--- src/rtl/f2h_bridge_master_if.sv ---
// Command/response and Avalon-MM signal bundle for f2h_bridge_master.
// The master modport is the bridge's view; slave is the fabric-user/Avalon-slave side.
interface f2h_bridge_master_if #(
  parameter int ADDRWIDTH = 32,
  parameter int DATAWIDTH = 64
);
  logic                   cmd_valid;
  logic                   cmd_ready;
  logic                   cmd_write;
  logic [ADDRWIDTH-1:0]   cmd_address;
  logic [DATAWIDTH-1:0]   cmd_writedata;
  logic [DATAWIDTH/8-1:0] cmd_byteenable;
  logic                   rsp_valid;
  logic [DATAWIDTH-1:0]   rsp_readdata;
  logic                   rsp_error;
  logic [ADDRWIDTH-1:0]   avm_address;
  logic                   avm_read;
  logic                   avm_write;
  logic [DATAWIDTH-1:0]   avm_writedata;
  logic [DATAWIDTH/8-1:0] avm_byteenable;
  logic                   avm_burstcount;
  logic [DATAWIDTH-1:0]   avm_readdata;
  logic                   avm_readdatavalid;
  logic                   avm_waitrequest;

  modport master (
    input  cmd_valid, cmd_write, cmd_address, cmd_writedata, cmd_byteenable,
    input  avm_readdata, avm_readdatavalid, avm_waitrequest,
    output cmd_ready, rsp_valid, rsp_readdata, rsp_error,
    output avm_address, avm_read, avm_write, avm_writedata, avm_byteenable, avm_burstcount
  );

  modport slave (
    output cmd_valid, cmd_write, cmd_address, cmd_writedata, cmd_byteenable,
    output avm_readdata, avm_readdatavalid, avm_waitrequest,
    input  cmd_ready, rsp_valid, rsp_readdata, rsp_error,
    input  avm_address, avm_read, avm_write, avm_writedata, avm_byteenable, avm_burstcount
  );
endinterface

--- src/rtl/f2h_bridge_master.sv ---
// Single-outstanding Avalon-MM master: fabric command/response port to an Avalon slave.
// Define F2H_TIMEOUT_EN to enable the watchdog that aborts stalled transactions.
module f2h_bridge_master #(
  parameter int ADDRWIDTH      = 32,
  parameter int DATAWIDTH      = 64,
  parameter int TIMEOUT_CYCLES = 1024
) (
  input logic clk,
  input logic rst,
  f2h_bridge_master_if.master bus
);
  localparam int BEW = DATAWIDTH / 8;

  typedef enum logic [1:0] {IDLE, CMD, RDWAIT, RESP} state_t;

  state_t state, state_next;
  logic   is_write;
  logic   complete;
  logic   capture;
  logic   timeout;
  logic   err_next;

`ifdef F2H_TIMEOUT_EN
  localparam int CW = $clog2(TIMEOUT_CYCLES);
  logic [CW-1:0] cnt;

  // Held at zero in IDLE so it starts from zero on entry to CMD.
  always_ff @(posedge clk) begin
    if (rst || state == IDLE) cnt <= '0;
    else if (state == CMD || state == RDWAIT) cnt <= cnt + 1'b1;
  end

  assign timeout  = (cnt == CW'(TIMEOUT_CYCLES - 1));
  assign err_next = (state_next == RESP) && !complete;
`else
  assign timeout  = 1'b0;
  assign err_next = 1'b0;
`endif

  always_ff @(posedge clk) begin
    if (rst) state <= IDLE;
    else     state <= state_next;
  end

  // Completion takes priority over a coincident watchdog expiry.
  always_comb begin
    state_next = state;
    complete   = 1'b0;
    capture    = 1'b0;
    case (state)
      IDLE: if (bus.cmd_valid) state_next = CMD;
      CMD: begin
        if (!bus.avm_waitrequest && (is_write || bus.avm_readdatavalid)) begin
          complete = 1'b1;
          capture  = !is_write;
        end
        if (complete || timeout)      state_next = RESP;
        else if (!bus.avm_waitrequest) state_next = RDWAIT;
      end
      RDWAIT: begin
        complete = bus.avm_readdatavalid;
        capture  = bus.avm_readdatavalid;
        if (complete || timeout) state_next = RESP;
      end
      RESP: state_next = IDLE;
      default: state_next = IDLE;
    endcase
  end

  assign bus.cmd_ready      = (state == IDLE) && !rst;
  assign bus.avm_burstcount = 1'b1;

  always_ff @(posedge clk) begin
    if (rst) begin
      is_write           <= 1'b0;
      bus.rsp_valid      <= 1'b0;
      bus.rsp_error      <= 1'b0;
      bus.rsp_readdata   <= '0;
      bus.avm_read       <= 1'b0;
      bus.avm_write      <= 1'b0;
      bus.avm_address    <= '0;
      bus.avm_writedata  <= '0;
      bus.avm_byteenable <= '0;
    end else begin
      bus.rsp_valid <= (state_next == RESP);
      bus.rsp_error <= err_next;
      if (capture)       bus.rsp_readdata <= bus.avm_readdata;
      else if (err_next) bus.rsp_readdata <= '0;

      if (state == IDLE && bus.cmd_valid) begin
        is_write           <= bus.cmd_write;
        bus.avm_read       <= !bus.cmd_write;
        bus.avm_write      <= bus.cmd_write;
        bus.avm_address    <= bus.cmd_address & ~ADDRWIDTH'(BEW - 1);
        bus.avm_writedata  <= bus.cmd_writedata;
        bus.avm_byteenable <= bus.cmd_write ? bus.cmd_byteenable : '1;
      end else if (state == CMD && state_next != CMD) begin
        bus.avm_read  <= 1'b0;
        bus.avm_write <= 1'b0;
      end
    end
  end
endmodule

--- src/flat_wrapper.sv ---
// flat-port wrapper written by rule: the top's interface ports become plain ports
module f2h_bridge_master_flat 
#(
  parameter int ADDRWIDTH      = 32,
  parameter int DATAWIDTH      = 64,
  parameter int TIMEOUT_CYCLES = 1024
)
  (clk, rst, bus_cmd_valid, bus_cmd_write, bus_cmd_address, bus_cmd_writedata, bus_cmd_byteenable, bus_avm_readdata, bus_avm_readdatavalid, bus_avm_waitrequest, bus_cmd_ready, bus_rsp_valid, bus_rsp_readdata, bus_rsp_error, bus_avm_address, bus_avm_read, bus_avm_write, bus_avm_writedata, bus_avm_byteenable, bus_avm_burstcount);
  f2h_bridge_master_if #(.ADDRWIDTH(ADDRWIDTH), .DATAWIDTH(DATAWIDTH)) bus_i ();
  input logic clk;
  input logic rst;
  input wire logic [$bits(bus_i.cmd_valid)-1:0] bus_cmd_valid;
  input wire logic [$bits(bus_i.cmd_write)-1:0] bus_cmd_write;
  input wire logic [$bits(bus_i.cmd_address)-1:0] bus_cmd_address;
  input wire logic [$bits(bus_i.cmd_writedata)-1:0] bus_cmd_writedata;
  input wire logic [$bits(bus_i.cmd_byteenable)-1:0] bus_cmd_byteenable;
  input wire logic [$bits(bus_i.avm_readdata)-1:0] bus_avm_readdata;
  input wire logic [$bits(bus_i.avm_readdatavalid)-1:0] bus_avm_readdatavalid;
  input wire logic [$bits(bus_i.avm_waitrequest)-1:0] bus_avm_waitrequest;
  output wire logic [$bits(bus_i.cmd_ready)-1:0] bus_cmd_ready;
  output wire logic [$bits(bus_i.rsp_valid)-1:0] bus_rsp_valid;
  output wire logic [$bits(bus_i.rsp_readdata)-1:0] bus_rsp_readdata;
  output wire logic [$bits(bus_i.rsp_error)-1:0] bus_rsp_error;
  output wire logic [$bits(bus_i.avm_address)-1:0] bus_avm_address;
  output wire logic [$bits(bus_i.avm_read)-1:0] bus_avm_read;
  output wire logic [$bits(bus_i.avm_write)-1:0] bus_avm_write;
  output wire logic [$bits(bus_i.avm_writedata)-1:0] bus_avm_writedata;
  output wire logic [$bits(bus_i.avm_byteenable)-1:0] bus_avm_byteenable;
  output wire logic [$bits(bus_i.avm_burstcount)-1:0] bus_avm_burstcount;
  assign bus_i.cmd_valid = bus_cmd_valid;
  assign bus_i.cmd_write = bus_cmd_write;
  assign bus_i.cmd_address = bus_cmd_address;
  assign bus_i.cmd_writedata = bus_cmd_writedata;
  assign bus_i.cmd_byteenable = bus_cmd_byteenable;
  assign bus_i.avm_readdata = bus_avm_readdata;
  assign bus_i.avm_readdatavalid = bus_avm_readdatavalid;
  assign bus_i.avm_waitrequest = bus_avm_waitrequest;
  assign bus_cmd_ready = bus_i.cmd_ready;
  assign bus_rsp_valid = bus_i.rsp_valid;
  assign bus_rsp_readdata = bus_i.rsp_readdata;
  assign bus_rsp_error = bus_i.rsp_error;
  assign bus_avm_address = bus_i.avm_address;
  assign bus_avm_read = bus_i.avm_read;
  assign bus_avm_write = bus_i.avm_write;
  assign bus_avm_writedata = bus_i.avm_writedata;
  assign bus_avm_byteenable = bus_i.avm_byteenable;
  assign bus_avm_burstcount = bus_i.avm_burstcount;
  f2h_bridge_master #(.ADDRWIDTH(ADDRWIDTH), .DATAWIDTH(DATAWIDTH), .TIMEOUT_CYCLES(TIMEOUT_CYCLES)) u_core (.clk(clk), .rst(rst), .bus(bus_i));
endmodule
--- config.mk ---
export PLATFORM = sky130hd
export DESIGN_NAME = f2h_bridge_master_flat
export DESIGN_NICKNAME = d
export VERILOG_FILES = /design/src/rtl/f2h_bridge_master_if.sv /design/src/rtl/f2h_bridge_master.sv /design/src/flat_wrapper.sv
export SDC_FILE = /design/constraint.sdc
export NUM_CORES = 1
export LEC_CHECK = 0
export CAP_MARGIN = 30
export CORE_AREA = 2 2 134 136
export DETAILED_ROUTE_END_ITERATION = 8
export DIE_AREA = 0 0 136 138
export PLACE_DENSITY = 0.82
export SLEW_MARGIN = 10
export SYNTH_ARGS = -nofsm -noshare
export SYNTH_HDL_FRONTEND = slang
export SYNTH_SLANG_ARGS = --single-unit
export TNS_END_PERCENT = 1
--- constraint.sdc ---
create_clock -name clk -period 2.44 [get_ports clk]
set_clock_uncertainty 0.2 [all_clocks]
set_input_delay 0.244 -clock clk [delete_from_list [all_inputs] [get_ports clk]]
set_output_delay 0.244 -clock clk [all_outputs]
set_load 0.01 [all_outputs]
[Word level (Yosys, flattened, before mapping)]
Cells that the tools add are included.
Storage, ports and cells
  input port bits: 174
  output and inout bits: 174
  bits in registers: 171
  logic and storage cells: 38
Cells by class
  eq/ne operators: 5
  multiplexer cells: 13
  reduce and logical (&&, ||, !) cells: 11
Operators with widths (number)
  2-bit two-way mux: 4
  8-bit two-way mux: 1
  2-bit one-hot mux with 4 select lines: 1
  2-bit == test (second input constant): 3
  1-bit two-way mux: 6
  1-bit logical AND: 4
  1-bit logical NOT: 4
  2-bit by 1-bit == test with 1-bit output (second input constant): 1
  2-bit logical NOT: 1
  2-bit by 1-bit != test with 1-bit output (second input constant): 1
  1-bit one-hot mux with 2 select lines: 1
  2-bit nonzero test: 1
  1-bit logical OR: 1

[Logic depth before layout (Yosys ltp)]
Gate-level depths: netlist of run 1.
  word-level depth: 10
  mapped depth: 8
  gate-level depth less buffers: 6

[Worst setup path after synthesis of run 1]
No wires, ideal clock.
  kind: reg-to-reg
  from: reg u_core.state[1]
  to: reg u_core.bus.rsp_readdata[10]
  required time: 2.170 ns
  path buffers: 1
  setup slack: 0.691 ns
  data arrival time: 1.478 ns
  setup time: 0.070 ns
  period minus slack after synthesis: 1.749 ns
  cell stages (with the launch flop): 8
  cell sequence: dfxtp_1 > inv_1 > ha_1 > nor3b_2 > o211ai_2 > buf_2 > nand2_1 > a21oi_1
On the way
  word-level cells in the longest chain between the ends: 2
  elaborated cells on any way between the ends: 3
  those cells by class: 2 x eq/ne; 1 x mux
RTL lines
  start: declaration: RTL line f2h_bridge_master.sv:16  | state_t state, state_next;
  start signal: assignment: RTL line f2h_bridge_master.sv:42  | else state <= state_next;
  2-bit == test or 2-bit by 1-bit == test with 1-bit output (tied branches)
  1-bit one-hot mux with 2 select lines *: RTL line f2h_bridge_master.sv:50  | case (state)
  end signal: assignment: RTL line f2h_bridge_master.sv:87  | if (capture) bus.rsp_readdata <= bus.avm_readdata;
  end: declaration: RTL line f2h_bridge_master_if.sv:29  | output cmd_ready, rsp_valid, rsp_readdata, rsp_error,
Every way passes the cells marked *; elsewhere a longest branch is shown, timed or not.
A chain may end at the register's enable or synchronous reset.

[Worst setup path in the final report of run 1]
  from: reg u_core.state[0]
  to: out bus_cmd_ready
On the way
  word-level cells in the longest chain between the ends: 2
RTL lines
  2-bit logical NOT: RTL line f2h_bridge_master.sv:70  | assign bus.cmd_ready = (state == IDLE) && !rst;
  1-bit logical AND: RTL line f2h_bridge_master.sv:70
  end: declaration: RTL line flat_wrapper.sv:20  | output wire logic [$bits(bus_i.cmd_ready)-1:0] bus_cmd_ready;
Every way passes these cells.

==> results of run 1 <==
-- path summary, 6_finish.rpt --
path | cells past startpoint | start | slack (ns) | to
setup reg to reg | 7 | u_core.state[1]$_SDFF_PP0_ | 0.36 | u_core.bus.rsp_readdata[32]$_SDFFE_PP0P_
hold / removal | 3 | bus_avm_readdata[49] | 0.16 | u_core.bus.rsp_readdata[49]$_SDFFE_PP0P_
hold reg to reg | 2 | u_core.bus.rsp_readdata[6]$_SDFFE_PP0P_ | 0.25 | u_core.bus.rsp_readdata[6]$_SDFFE_PP0P_
setup / recovery | 4 | u_core.state[0]$_SDFF_PP0_ | 0.11 | bus_cmd_ready
-- metrics by stage --
stage / std cells / setup slack, ns / instance area [sq um] / power (mW)
after floorplan: 766 / 0.6913 / 6075 / 3.786
after global placement: 1289 / 0.3510 / 9654 / 4.611
after detailed placement: 1289 / 0.3276 / 9654 / 4.638
after CTS: 1322 / 0.05621 / 10250 / 7.320
after global routing: 1322 / 0.02671 / 10260 / 7.574
final: 1322 / 0.1099 / 10260 / 7.228
-- state kept, by name (all words and copies together) (netlist names) --
register,cells
u_core.bus.avm_writedata,64
u_core.bus.rsp_readdata,64
u_core.bus.avm_address,29
u_core.bus.avm_byteenable,8
u_core.state,2
u_core.bus.avm_read,1
u_core.bus.avm_write,1
u_core.bus.rsp_valid,1
u_core.is_write,1
-- report_power, final --
part           internal (mW)  switching [mW]
sequential              3.00           0.102
combinational          0.790           0.683
clock                   1.49            1.16
total                   5.28            1.95
-- cells by family after synthesis --
logic type,share of synthesized area
other,0.001239
AO/OA/AOI/OAI,0.1453
flip-flops,0.5646
AND/OR/NAND/NOR,0.2319
buffers and inverters,0.04664
adder cells (fa/ha/maj),0.01032
-- worst max-delay path: stages, from the launching register on --
cell and delay [ns]:
dfxtp_1 0.35, inv_1 0.15, ha_2 0.25, nor2b_1 0.14, clkdlybuf4s50_1 0.58
-- area by class of cell --
cell class | count | area, sq um | share of cell area
Timing Repair Buffer | 354 | 3556 | 0.3467
Tap cell | 229 | 286.5 | 0.02793
Multi-Input combinational cell | 533 | 2390 | 0.2330
Sequential cell | 171 | 3423 | 0.3337
Clock inverter | 12 | 133.9 | 0.01305
Inverter | 3 | 11.26 | 0.001098
Clock buffer | 20 | 456.7 | 0.04452
-- cell usage in the layout (no fill, tap or decap), types with 2 or more instances in the layout --
cell type and count:
clkinvlp_4 2, nor3_1 10, clkbuf_16 17, clkinv_4 5, nand2b_1 2, nand3b_1 2
nor3b_1 9, ha_1 4, conb_1 5, clkbuf_8 2, a21oi_1 162, a41o_1 2
nor2_1 9, clkdlybuf4s50_1 338, inv_1 3, inv_6 2, buf_4 11, nand2_1 316
dfxtp_1 171, buf_12 4
-- what timing repair did --
action	CTS	global route
hold endpoints to repair	6	0
hold buffers	1	0
resized for setup	0	1
endpoints found under the setup margin	0	1
-- per-layer routing --
layer / share of wire / global-route usage
met1: 0.39 / 0.2148
met5: 0 / 0
met3: 0.10 / 0.07811
met4: 0.024 / 0.06963
met2: 0.48 / 0.3208
==> impl_metrics.tcl, run 1 <==
set metrics [dict create \
    outcome "finished, final reports clean" \
    endpoint_kind "primary output" \
    synth.avg_cell_area_sq_um 7.947 \
    fp.dieH_um 138 \
    antenna_cells 0 \
    tightestPinTransition_ns 0.5119 \
    finalHoldViolations 0 \
    leakage_nw 3.670 \
    final_core_util 0.5850 \
    fmax_mhz 429.2 \
    grt_max_degree 83 \
    async_reset_ff_frac 0 \
    yosys_warnings 0 \
    synth.cell_area_sq_um 6063 \
    critPathLaunchType "flip-flop" \
    nets 1259 \
    clkTransAtPathRegs_ns 0.07 \
    drive_gt1_frac 0.04849 \
    ys.flop_type "dfxtp_1" \
    grt_use_total 0.1904 \
    setup_tns_ns 0 \
    drt_first_pass_iters 4 \
    ant_nets 0 \
    worstSetupPathType "reg -> out" \
    clk_path_buf_depth 2 \
    maxCapViolations 0 \
    setup_viol 0 \
    synth_top_cell_by_area "dfxtp_1" \
    synthTopCellsByCount "nand2_1, dfxtp_1, a21oi_1, clkbuf_1, buf_2" \
    path_max_fanout 5 \
    row_count 49 \
    ys_ff_latch 171 \
    syn2layout_area_growth_pct 69.17 \
    io_pins 348 \
    vias 6073 \
    grt_pass1_wl_um 28780 \
    synth_cells 763 \
    fill_cells 1572 \
    io_buffers 339 \
    cts_tree "yes" \
    dp_hpwl_um 12970 \
    die_w_um 136 \
    root_buffer "clkbuf_16" \
    whs_ns 0.1644 \
    die-area_sq_um 18770 \
    overflow 0 \
    vdd_drop_max_uv 441.7 \
    synthTopCellsByArea "dfxtp_1, nand2_1, a21oi_1, clkbuf_1, buf_2" \
    htree_levels 4 \
    drc 0 \
    ys_seq_area_frac 0.5646 \
    antenna_found_initial 0 \
    start_util 0.3458 \
    synth_most_common_cell "nand2_1" \
    drv_slew 0 \
    clock_latency_ns 0.41 \
    synth_cell_types 25 \
    synth_top_cell_area_share 0.5646 \
    core_area_sq_um 17530 \
    min_period_ns 2.330 \
    drt_wl_total_um 18200 \
    max-slew-margin-rel 0.6587 \
    worstPathRequired_ns 2.00 \
    post-cts-setup-buffers 0 \
    drtIter0Drc 258 \
    routabilityCongestion 0.7972 \
    rsz0062_at_grt "false" \
    p_per_area_nw_per_um2 704.6 \
    via_per_inst 4.594 \
    worstPathArrival_ns 1.89 \
    synth-edff-count 0 \
    grt_pass1_vias 5896 \
    period_share 0.9550 \
    hold_path_class "in -> reg" \
    cts.sink_count 171 \
    wl_per_cell_um 13.76 \
    numCtsBuffers 17 \
]
Power figures use the tool's default switching activity.
==> run 2, diff against run 1 <==
--- a/config.mk
+++ b/config.mk
@@ -14,4 +14,4 @@
 export SYNTH_ARGS = -nofsm -noshare
 export SYNTH_HDL_FRONTEND = slang
 export SYNTH_SLANG_ARGS = --single-unit
-export TNS_END_PERCENT = 1
+export TNS_END_PERCENT = 100
==> results of run 2 <==
Final layout, timing and power as in run 1 (identical DEF).
==> run 3, diff against run 2 <==
--- a/config.mk
+++ b/config.mk
@@ -9,6 +9,7 @@
 export CORE_AREA = 2 2 134 136
 export DETAILED_ROUTE_END_ITERATION = 8
 export DIE_AREA = 0 0 136 138
+export HOLD_SLACK_MARGIN = 0.06
 export PLACE_DENSITY = 0.82
 export SLEW_MARGIN = 10
 export SYNTH_ARGS = -nofsm -noshare
==> results of run 3 <==
Final layout, timing and power as in run 1 (identical DEF).
